[src/rtl/mul16_seq.sv]
// Sequential 16x16 unsigned shift-and-add multiplier driving a 16-bit
// carry-lookahead adder, with a start/busy/done handshake.

module adder (
  input  logic [15:0] A,
  input  logic [15:0] B,
  output logic [15:0] Sum
);
  logic [3:0] gg, pg, cg;

  // Group carries are fully expanded so no net feeds back on itself.
  assign cg[0] = 1'b0;
  assign cg[1] = gg[0];
  assign cg[2] = gg[1] | (pg[1] & gg[0]);
  assign cg[3] = gg[2] | (pg[2] & gg[1]) | (pg[2] & pg[1] & gg[0]);

  for (genvar k = 0; k < 4; k++) begin : g_grp
    logic [3:0] g, p, c;
    assign g = A[4*k +: 4] & B[4*k +: 4];
    assign p = A[4*k +: 4] ^ B[4*k +: 4];
    assign c[0] = cg[k];
    assign c[1] = g[0] | (p[0] & c[0]);
    assign c[2] = g[1] | (p[1] & g[0]) | (p[1] & p[0] & c[0]);
    assign c[3] = g[2] | (p[2] & g[1]) | (p[2] & p[1] & g[0])
                | (p[2] & p[1] & p[0] & c[0]);
    assign gg[k] = g[3] | (p[3] & g[2]) | (p[3] & p[2] & g[1])
                 | (p[3] & p[2] & p[1] & g[0]);
    assign pg[k] = &p;
    assign Sum[4*k +: 4] = p ^ c;
  end
endmodule

module mul16_seq (
  input  logic        clk,
  input  logic        rst_n,
  input  logic        start,
  input  logic [15:0] a,
  input  logic [15:0] b,
  output logic        busy,
  output logic        done,
  output logic [31:0] product
);
  typedef enum logic [1:0] {IDLE, RUN, DONE} state_t;

  state_t      state;
  logic [15:0] mcand, hi, lo;
  logic [4:0]  cnt;
  logic [15:0] addend, sum;
  logic        carry;
  logic [31:0] next_hilo;

  assign addend = lo[0] ? mcand : '0;

  adder u_adder (
    .A  (hi),
    .B  (addend),
    .Sum(sum)
  );

  // The adder has no carry-out; rebuild it from the MSBs of operands and sum.
  assign carry     = (hi[15] & addend[15]) | ((hi[15] ^ addend[15]) & ~sum[15]);
  assign next_hilo = {carry, sum, lo[15:1]};

  always_ff @(posedge clk or negedge rst_n) begin
    if (!rst_n) begin
      state   <= IDLE;
      busy    <= 1'b0;
      done    <= 1'b0;
      product <= '0;
      mcand   <= '0;
      hi      <= '0;
      lo      <= '0;
      cnt     <= '0;
    end else begin
      unique case (state)
        IDLE, DONE: begin
          done <= 1'b0;
          if (start) begin
            mcand <= a;
            hi    <= '0;
            lo    <= b;
            cnt   <= '0;
            busy  <= 1'b1;
            state <= RUN;
          end else begin
            state <= IDLE;
          end
        end
        RUN: begin
          {hi, lo} <= next_hilo;
          cnt      <= cnt + 5'd1;
          if (cnt == 5'd15) begin
            product <= next_hilo;
            busy    <= 1'b0;
            done    <= 1'b1;
            state   <= DONE;
          end
        end
        default: state <= IDLE;
      endcase
    end
  end
endmodule

[config.mk]
export PLATFORM = sky130hd
export DESIGN_NAME = mul16_seq
export DESIGN_NICKNAME = d
export VERILOG_FILES = /design/src/rtl/mul16_seq.sv
export SDC_FILE = /design/constraint.sdc
export NUM_CORES = 1
export LEC_CHECK = 0
export CAP_MARGIN = 20
export CELL_PAD_IN_SITES_DETAIL_PLACEMENT = 2
export CELL_PAD_IN_SITES_GLOBAL_PLACEMENT = 2
export CORE_AREA = 4 4 118 120
export CTS_BUF_LIST = sky130_fd_sc_hd__clkbuf_16
export DETAILED_ROUTE_END_ITERATION = 8
export DIE_AREA = 0 0 122 124
export GPL_ROUTABILITY_DRIVEN = 0
export HOLD_SLACK_MARGIN = 0.02
export MAX_ROUTING_LAYER = met4
export PLACE_DENSITY = 0.79
export SYNTH_ARGS = -nofsm -noshare
export SYNTH_HDL_FRONTEND = slang
export SYNTH_SLANG_ARGS = --single-unit
[constraint.sdc]
create_clock -name clk -period 3.2 [get_ports clk]
set_input_delay 0.48 -clock clk [delete_from_list [all_inputs] [get_ports clk]]
set_output_delay 0.48 -clock clk [all_outputs]
set_load 0.01 [all_outputs]
==> results.json, run 1 <==
{
  "status": "completed",
  "hold_path.class": "in -> async",
  "worst_setup_path_end_kind": "flip-flop",
  "rrSetupSlack_ns": 0.25,
  "die_y_um": 124,
  "finalInstanceArea_um2": 5540,
  "wirelength_um": 12600,
  "worst-r2r-cell-count": 11,
  "clock.fmax_ghz": 0.339,
  "synth_fp_nets": 470,
  "grt_setup_unrepaired": "false",
  "hold_violations": 0,
  "hpwl_um": 8960,
  "syn-cell-area_um2": 4340,
  "drive_gt1_share_pct": 12.3,
  "grtUsageTotal_pct": 18.5,
  "cp-startpoint": "lo[0]$_DFFE_PN0P_",
  "fin_crit_ns": 2.95,
  "final_nets": 540,
  "grt_max_degree": 70,
  "core_area_um2": 13000,
  "hold_buffers": 0,
  "grt_overflow": 0,
  "syn_inst": 413,
  "die-area_um2": 15100,
  "peakVddDrop_uv": 367,
  "cts_resized": 0,
  "fp.dieW_um": 122,
  "antenna_found_initial": 0,
  "pin_count": 69,
  "timing_worst_slew_pin_value_ns": 0.924,
  "finClkSkew_ns": 0.00993,
  "async_flop_share_pct": 100,
  "port_buffers": 68,
  "ys_ff_latch": 89,
  "syn_avg_cell_area_um2": 10.5,
  "vias": 3361,
  "drc": 0,
  "slew_violations": 0,
  "cts_tree": "yes",
  "vias_per_cell": 5.06,
  "synth_edf_count": 0,
  "maxCapViolations": 0,
  "dr.pass1.iters": 4,
  "worstSetupPathType": "reg -> reg",
  "max_slew_margin_pct": 38.4,
  "yosysUniqueCellTypes": 42,
  "grt_pass1_vias": 3874,
  "area_delta_synth_final_pct": 27.7,
  "ys_seq_area_share_pct": 51.4,
  "r2r_start": "lo[0]$_DFFE_PN0P_",
  "cp.required_ns": 3.47,
  "setup_ws_ns": 0.250,
  "post-cts-setup-buffers": 0,
  "placed_area_um2": 5230,
  "clk_latency_ns": 0.35,
  "power_mw": 6.08,
  "root_buffer": "clkbuf_16",
  "dr.first_iter.drc_count": 115,
  "clk_pin_slew_ns": 0.07,
  "numClockSinks": 89,
  "cts_made_buffers": 9,
  "wl_per_cell_um": 18.9,
  "synth_ff_type": "dfrtp_1",
  "antennaDiodeCount": 0,
  "grt_pass1_wl_um": 20900,
  "cp-endpoint": "product[30]$_DFFE_PN0P_",
  "final.setup.tns_ns": 0,
  "ant_nets": 0,
  "htreeDepth": 3,
  "finalCritPeriodShare_pct": 92.2,
  "p_per_area_nw_per_um2": 1100,
  "start_util_pct": 33.4,
  "clockBufferDepth": 2,
  "setup_viol": 0,
  "ys_warn_count": 0,
  "p_leak_nw": 2.55,
  "critPathLaunchType": "flip-flop",
  "reg2reg_to": "product[30]$_DFFE_PN0P_",
  "arrival_ns": 3.22,
  "cp_max_fo": 13,
  "num_rows": 42,
  "pre_cts_slack_ns": 0.127
}
-- synthesized netlist by cell type (all sizes together), types with 3 or more instances --
cell type	count	share of area, %
nand2	107	9.3
inv	11	0.95
mux2	25	6.5
nand2b	5	0.72
a21o	5	0.87
nor3b	3	0.52
ha	17	4.9
mux2i	5	1.2
xnor2	3	0.61
fa	5	2.3
buf	7	0.75
a22o	11	2.2
and3	5	0.72
and2	17	2.5
or3	4	0.58
a22oi	18	3.1
o21ai	19	2.2
nor2b	5	0.72
a21oi	6	1.0
xor2	4	0.81
nor2	9	0.84
o211ai	3	0.52
dfrtp	89	51
a211oi	4	0.69
clkbuf	11	0.95
-- sequential cells by signal, summed over array words and instances (netlist names) --
signal,cells
product,32
hi,16
lo,16
mcand,16
cnt,5
state,2
busy,1
done,1
-- kinds of logic after synthesis --
kind of cell             synth area share, %
XOR/XNOR                                1.41
buffers and inverters                   2.74
adder cells (fa/ha/maj)                 7.21
flip-flops                              51.4
AND/OR/NAND/NOR                         16.5
multiplexers                            7.65
AO/OA/AOI/OAI                           13.1
-- worst min path at each step --
stage / startpoint / slack, ns / endpoint
global placement: mcand[3]$_DFFE_PN0P_ / 0.46 / mcand[3]$_DFFE_PN0P_
global route: rst_n / 0.35 / product[24]$_DFFE_PN0P_
CTS: rst_n / 0.30 / hi[11]$_DFFE_PN0P_
detailed placement: mcand[3]$_DFFE_PN0P_ / 0.47 / mcand[3]$_DFFE_PN0P_
finish: rst_n / 0.23 / hi[9]$_DFFE_PN0P_
floorplan: rst_n / 0.18 / busy$_DFFE_PN0P_
-- stage by stage --
step	cells	util (%)	hold WS, ns
CTS	664	42.7	0.299
floorplan	413	-	0.184
global route	664	42.7	0.345
detailed placement	648	40.3	0.468
finish	664	42.7	0.234
global placement	648	40.3	0.456
-- cell usage in the layout (no fill, tap or decap), drive strengths merged, types with 2 or more instances in the layout --
master and n:
clkbuf 9, xor2 4, nand4 2, inv 14
a22oi 18, o21ai 19, and2 17, o211ai 3
nor2b 5, a22o 11, mux2 25, nor2 9
nand2b 5, nand3 2, clkinvlp 2, xnor2 3
nor3b 3, mux2i 5, and3 5, clkinv 2
clkdlybuf4s50 67, nand2 107, a211oi 4, ha 17
a21oi 6, dfrtp 89, buf 10, or3 4
fa 5, a21o 5, o21a 2
-- critical path, stage by stage, from the launching register on --
cell and delay [ns]:
dfrtp_2 0.50, buf_4 0.18, and2_1 0.14, ha_1 0.22
a211oi_1 0.25, o21ba_2 0.25, inv_2 0.09, nand2b_1 0.14
nand2_1 0.13, a221oi_1 0.32, fa_1 0.48, o21ai_0 0.17
-- cell type report --
cell class / count / area, um^2
multi-input combinational: 294 / 2000
clock buffer: 9 / 225
fill: 1400 / 7440
tap: 176 / 220
inverter: 12 / 45.0
clock inverter: 7 / 77.6
timing repair buffer: 77 / 746
sequential: 89 / 2230
-- metal layers --
layer | up-vias | routed length [um] | global-route usage [%]
li1 | 1556 | - | -
met1 | 1726 | 5420 | 22.2
met2 | 67 | 6360 | 30.9
met3 | 12 | 658 | 4.50
met4 | 0 | 129 | 6.09
met5 | - | 0 | -
-- power breakdown --
| group | total (mW) | leakage (nW) | switching (mW) | internal, mW |
|---|---|---|---|---|
| sequential | 2.08 | 1.07 | 0.395 | 1.68 |
| combinational | 2.90 | 1.33 | 1.51 | 1.39 |
| clock | 1.10 | 0.142 | 0.490 | 0.614 |
| total | 6.08 | 2.55 | 2.39 | 3.69 |
Power figures use the tool's default switching activity.
==> run 2, diff against run 1 <==
--- a/config.mk
+++ b/config.mk
@@ -5,13 +5,13 @@
 export SDC_FILE = /design/constraint.sdc
 export NUM_CORES = 1
 export LEC_CHECK = 0
-export CAP_MARGIN = 20
+export CAP_MARGIN = 10
 export CELL_PAD_IN_SITES_DETAIL_PLACEMENT = 2
 export CELL_PAD_IN_SITES_GLOBAL_PLACEMENT = 2
-export CORE_AREA = 4 4 118 120
+export CORE_AREA = 2 2 116 118
 export CTS_BUF_LIST = sky130_fd_sc_hd__clkbuf_16
 export DETAILED_ROUTE_END_ITERATION = 8
-export DIE_AREA = 0 0 122 124
+export DIE_AREA = 0 0 118 120
 export GPL_ROUTABILITY_DRIVEN = 0
 export HOLD_SLACK_MARGIN = 0.02
 export MAX_ROUTING_LAYER = met4
==> results.json, run 2 (same netlist as run 1, synthesis figures left out) <==
{
  "status": "completed",
  "clockPowerShare_pct": 16.7,
  "cp_max_fo": 13,
  "final.setup.tns_ns": 0,
  "dr.pass1.iters": 4,
  "cts_tree": "yes",
  "regMostFlops": "product",
  "timing_worst_slew_pin_value_ns": 0.803,
  "clk_latency_ns": 0.36,
  "timing.hold.ws_ns": 0.210,
  "num_rows": 42,
  "placed_area_um2": 5240,
  "core_area_um2": 13000,
  "die_y_um": 120,
  "setup_viol": 0,
  "p_leak_nw": 2.53,
  "cp.required_ns": 3.46,
  "hpwl_um": 8540,
  "fin_crit_ns": 2.96,
  "antennaDiodeCount": 0,
  "root_buffer": "clkbuf_16",
  "fp.dieW_um": 118,
  "p_per_area_nw_per_um2": 1080,
  "max_slew_margin_pct": 46.4,
  "grt_pass1_vias": 3748,
  "clock.fmax_ghz": 0.338,
  "p_switching_mw": 2.35,
  "rrSetupSlack_ns": 0.24,
  "grtUsageTotal_pct": 18.9,
  "finClkSkew_ns": 0.00716,
  "arrival_ns": 3.22,
  "combPwrFrac_pct": 48.4,
  "nFillCells": 1369,
  "numClockSinks": 89,
  "grt_pass1_wl_um": 20200,
  "cp-startpoint": "lo[0]$_DFFE_PN0P_",
  "setup_ws_ns": 0.238,
  "critPathLaunchType": "flip-flop",
  "peakVddDrop_uv": 411,
  "die-area_um2": 14200,
  "htreeDepth": 3,
  "hold_path.class": "in -> async",
  "swShare_pct": 39.5,
  "dr.first_iter.drc_count": 86,
  "r2r_start": "lo[0]$_DFFE_PN0P_",
  "hold_violations": 0,
  "p_int_mw": 3.60,
  "worst_setup_path_end_kind": "flip-flop",
  "wirelength_um": 12100,
  "grt_setup_unrepaired": "false",
  "largest_reg_flops": 32,
  "start_util_pct": 33.4,
  "power_mw": 5.95,
  "cts_made_buffers": 9,
  "pin_count": 69,
  "finalCritPeriodShare_pct": 92.6,
  "grt_overflow": 0,
  "clk_pin_slew_ns": 0.07,
  "slew_violations": 0,
  "wl_per_cell_um": 18.2,
  "grt_max_degree": 60,
  "layout_common_cells": "107 x nand2_1, 88 x dfrtp_1, 67 x clkdlybuf4s50_1, 25 x mux2_2, 19 x o21ai_0",
  "final_nets": 539,
  "antenna_found_initial": 0,
  "ant_nets": 0,
  "pre_cts_slack_ns": 0.139,
  "finalInstanceArea_um2": 5510,
  "layout_commonest_cell": "nand2_1",
  "drc": 0,
  "worstSetupPathType": "reg -> reg",
  "vias": 3309,
  "worst-r2r-cell-count": 11,
  "power.share.sequential_pct": 34.9,
  "port_buffers": 68,
  "clockBufferDepth": 2,
  "reg2reg_to": "hi[14]$_DFFE_PN0P_",
  "drive_gt1_share_pct": 12.1,
  "maxCapViolations": 0,
  "area_delta_synth_final_pct": 27.1,
  "vias_per_cell": 5.00
}
-- run 2: cell count changes in the layout (fill, tap and decap cells not counted) --
cell        delta
buf_4          -2
bufinv_16      -1
clkinvlp_4     +1
inv_6          -1
clkinv_1       -1
inv_8          -1
clkinv_2       +1
clkinv_4       +1
buf_12         +1
-- run 2: repair_timing --
action / in CTS / in global routing
endpoints found under the setup margin: 0 / 2
hold buffers: 0 / 0
buffers inserted: 0 / 0
gates resized for setup: 0 / 1
-- run 2: worst max-delay path by stage --
stage	end	slack, ns	depth (start not counted)
floorplan	product[30]$_DFFE_PN0P_	0.53	10
global placement	hi[14]$_DFFE_PN0P_	0.37	11
detailed placement	product[30]$_DFFE_PN0P_	0.14	11
CTS	hi[14]$_DFFE_PN0P_	0.09	11
global route	product[30]$_DFFE_PN0P_	0.01	11
finish	hi[14]$_DFFE_PN0P_	0.24	11
-- run 2: cell type report --
class                           instances  area (um^2)  share of cell area [%]
Timing Repair Buffer                   76          751                    13.6
Tap cell                              176          220                    4.00
Clock buffer                            9          225                    4.09
Sequential cell                        89         2230                    40.4
Clock inverter                          6         45.0                   0.817
Multi-Input combinational cell        294         2000                    36.2
Inverter                               12         45.0                   0.817
-- run 2: metrics by stage --
| stage | util [%] | cells |
|---|---|---|
| 2_1_floorplan | - | 413 |
| 3_3_place_gp | 40.4 | 647 |
| 3_5_place_dp | 40.4 | 647 |
| 4_1_cts | 42.4 | 662 |
| 5_1_grt | 42.5 | 662 |
| 6_report | 42.5 | 662 |
-- run 2: power groups by stage --
stage	clock network [mW]	logic, mW	registers (mW)
4_1_cts	1.03	2.93	2.09
3_5_place_dp	0	2.90	2.10
3_3_place_gp	0	2.77	2.07
2_1_floorplan	0	1.76	2.05
6_report	0.996	2.88	2.08
5_1_grt	1.06	3.24	2.16
-- run 2: layer usage --
layer	vias up	global-route usage (%)	part of all wire (%)
li1	1545	-	-
met1	1690	22.2	44
met2	66	31.3	49
met3	8	5.70	5.1
met4	0	6.17	1.2
met5	-	-	0
-- run 2: worst max-delay path, cell delays in order (launching register included) --
cell	delay, ns
dfrtp_2	0.50
buf_4	0.18
and2_1	0.14
ha_1	0.21
a211oi_1	0.26
o21ba_2	0.24
inv_2	0.08
nand2b_1	0.12
nand2_1	0.12
a221oi_1	0.32
fa_1	0.49
o21ai_0	0.20
==> run 3, diff against run 2 <==
--- a/config.mk
+++ b/config.mk
@@ -10,11 +10,11 @@
 export CELL_PAD_IN_SITES_GLOBAL_PLACEMENT = 2
 export CORE_AREA = 2 2 116 118
 export CTS_BUF_LIST = sky130_fd_sc_hd__clkbuf_16
+export CTS_CLUSTER_SIZE = 14
 export DETAILED_ROUTE_END_ITERATION = 8
 export DIE_AREA = 0 0 118 120
 export GPL_ROUTABILITY_DRIVEN = 0
 export HOLD_SLACK_MARGIN = 0.02
-export MAX_ROUTING_LAYER = met4
 export PLACE_DENSITY = 0.79
 export SYNTH_ARGS = -nofsm -noshare
 export SYNTH_HDL_FRONTEND = slang
==> results.json, run 3 (same netlist as run 1, synthesis figures left out) <==
{
  "port_buffers": 68,
  "clk_latency_ns": 0.36,
  "wirelength_um": 12000,
  "num_rows": 42,
  "layout_common_cells": "107 x nand2_1, 88 x dfrtp_1, 67 x clkdlybuf4s50_1, 25 x mux2_2, 19 x o21ai_0",
  "hold_path.class": "in -> async",
  "crit_family": "compound AO/OA/AOI/OAI gates",
  "nFillCells": 1369,
  "hold_violations": 0,
  "arrival_ns": 3.22,
  "dr.first_iter.drc_count": 92,
  "antenna_found_initial": 0,
  "multi_input_area_um2": 2000,
  "grt_overflow": 0,
  "fin_crit_ns": 2.97,
  "fin_util_pct": 42.5,
  "timing_worst_slew_pin_value_ns": 0.805,
  "slew_violations": 0,
  "die_y_um": 120,
  "p_per_area_nw_per_um2": 1080,
  "peakVddDrop_uv": 410,
  "clk_pin_slew_ns": 0.07,
  "area_delta_synth_final_pct": 27.1,
  "vias": 3318,
  "regMostFlops": "product",
  "wl_per_cell_um": 18.2,
  "pin_count": 69,
  "hold_buffers": 0,
  "core_area_um2": 13000,
  "clock.fmax_ghz": 0.337,
  "antennaDiodeCount": 0,
  "largest_reg_flops": 32,
  "cp.buffers_inverters": 2,
  "worst_path_max_delay_cell": "dfrtp_2",
  "root_buffer": "clkbuf_16",
  "finClkSkew_ns": 0.00825,
  "clockBufferDepth": 2,
  "grt_setup_unrepaired": "false",
  "finalCritPeriodShare_pct": 92.7,
  "grtUsageTotal_pct": 18.4,
  "start_util_pct": 33.4,
  "grt_pass1_wl_um": 20300,
  "slowest_delay_ns": 0.50,
  "final.setup.tns_ns": 0,
  "worstSetupPathType": "reg -> reg",
  "critPathLaunchType": "flip-flop",
  "worst_setup_path_end_kind": "flip-flop",
  "vias_per_cell": 5.01,
  "cp.required_ns": 3.46,
  "numClockSinks": 89,
  "fp.dieW_um": 118,
  "ant_nets": 0,
  "setup_viol": 0,
  "hpwl_um": 8540,
  "dr.pass1.iters": 4,
  "grt_pass1_vias": 3742,
  "seq_area_um2": 2230,
  "drive_gt1_share_pct": 12.1,
  "timing.hold.ws_ns": 0.210,
  "final_nets": 539,
  "drc": 0,
  "cts_tree": "yes",
  "cp_cell_sequence": "buf_4 -> and2_1 -> ha_1 -> a211oi_1 -> o21ba_2 -> inv_2 -> nand2b_1 -> nand2_1 -> a221oi_1 -> fa_1 -> o21ai_0",
  "cts_made_buffers": 9,
  "status": "completed",
  "die-area_um2": 14200,
  "cp_max_fo": 13,
  "max_slew_margin_pct": 46.4,
  "htreeDepth": 3,
  "grt_max_degree": 60,
  "maxCapViolations": 0,
  "layout_commonest_cell": "nand2_1",
  "p_leak_nw": 2.53
}
==> run 3: area by class of cell <==
cell class              instances  area share (%)
multi-input cells             294            36.2
well taps                     176            4.00
clock inverters                 6           0.817
clock buffers                   9            4.09
inverters                      12           0.817
flip-flops and latches         89            40.4
repair buffers                 76            13.6
==> run 3: routing by layer <==
layer | wire, um | GRT usage, % | vias to the layer above
met4 | 178 | 6.17 | 0
met3 | 643 | 6.04 | 11
li1 | - | - | 1544
met2 | 5930 | 31.2 | 63
met1 | 5290 | 22.1 | 1700
met5 | 0 | 0 | -
==> run 3: where the power goes <==
group,internal (mW),total (mW),switching [mW]
combinational,1.39,2.88,1.48
clock,0.525,1.00,0.475
sequential,1.68,2.08,0.393
total,3.60,5.96,2.35
==> run 3: timing repair <==
item / 4_1_cts / 5_1_grt
setup buffers: 0 / 0
setup endpoints to repair: 0 / 2
resized for setup: 0 / 1
==> run 3: through the flow <==
step / setup slack [ns] / instances / area [um^2] / power [mW]
final: 0.234 / 662 / 5510 / 5.96
after CTS: 0.0887 / 662 / 5510 / 6.05
after global routing: 0.0111 / 662 / 5510 / 6.47
after global placement: 0.369 / 647 / 5240 / 4.84
after detailed placement: 0.139 / 647 / 5240 / 5.00
after floorplan: 0.528 / 413 / 4340 / 3.82
==> run 3: final timing paths <==
kind / startpoint / end / slack, ns / depth (start not counted)
max: lo[0]$_DFFE_PN0P_ / hi[14]$_DFFE_PN0P_ / 0.23 / 11
min in group clk: mcand[4]$_DFFE_PN0P_ / mcand[4]$_DFFE_PN0P_ / 0.47 / 2
min: rst_n / product[26]$_DFFE_PN0P_ / 0.21 / 1
max in group asynchronous: rst_n / mcand[14]$_DFFE_PN0P_ / 2.35 / 2
min reg2reg: mcand[4]$_DFFE_PN0P_ / mcand[4]$_DFFE_PN0P_ / 0.47 / 2
max reg2reg: lo[0]$_DFFE_PN0P_ / hi[14]$_DFFE_PN0P_ / 0.23 / 11
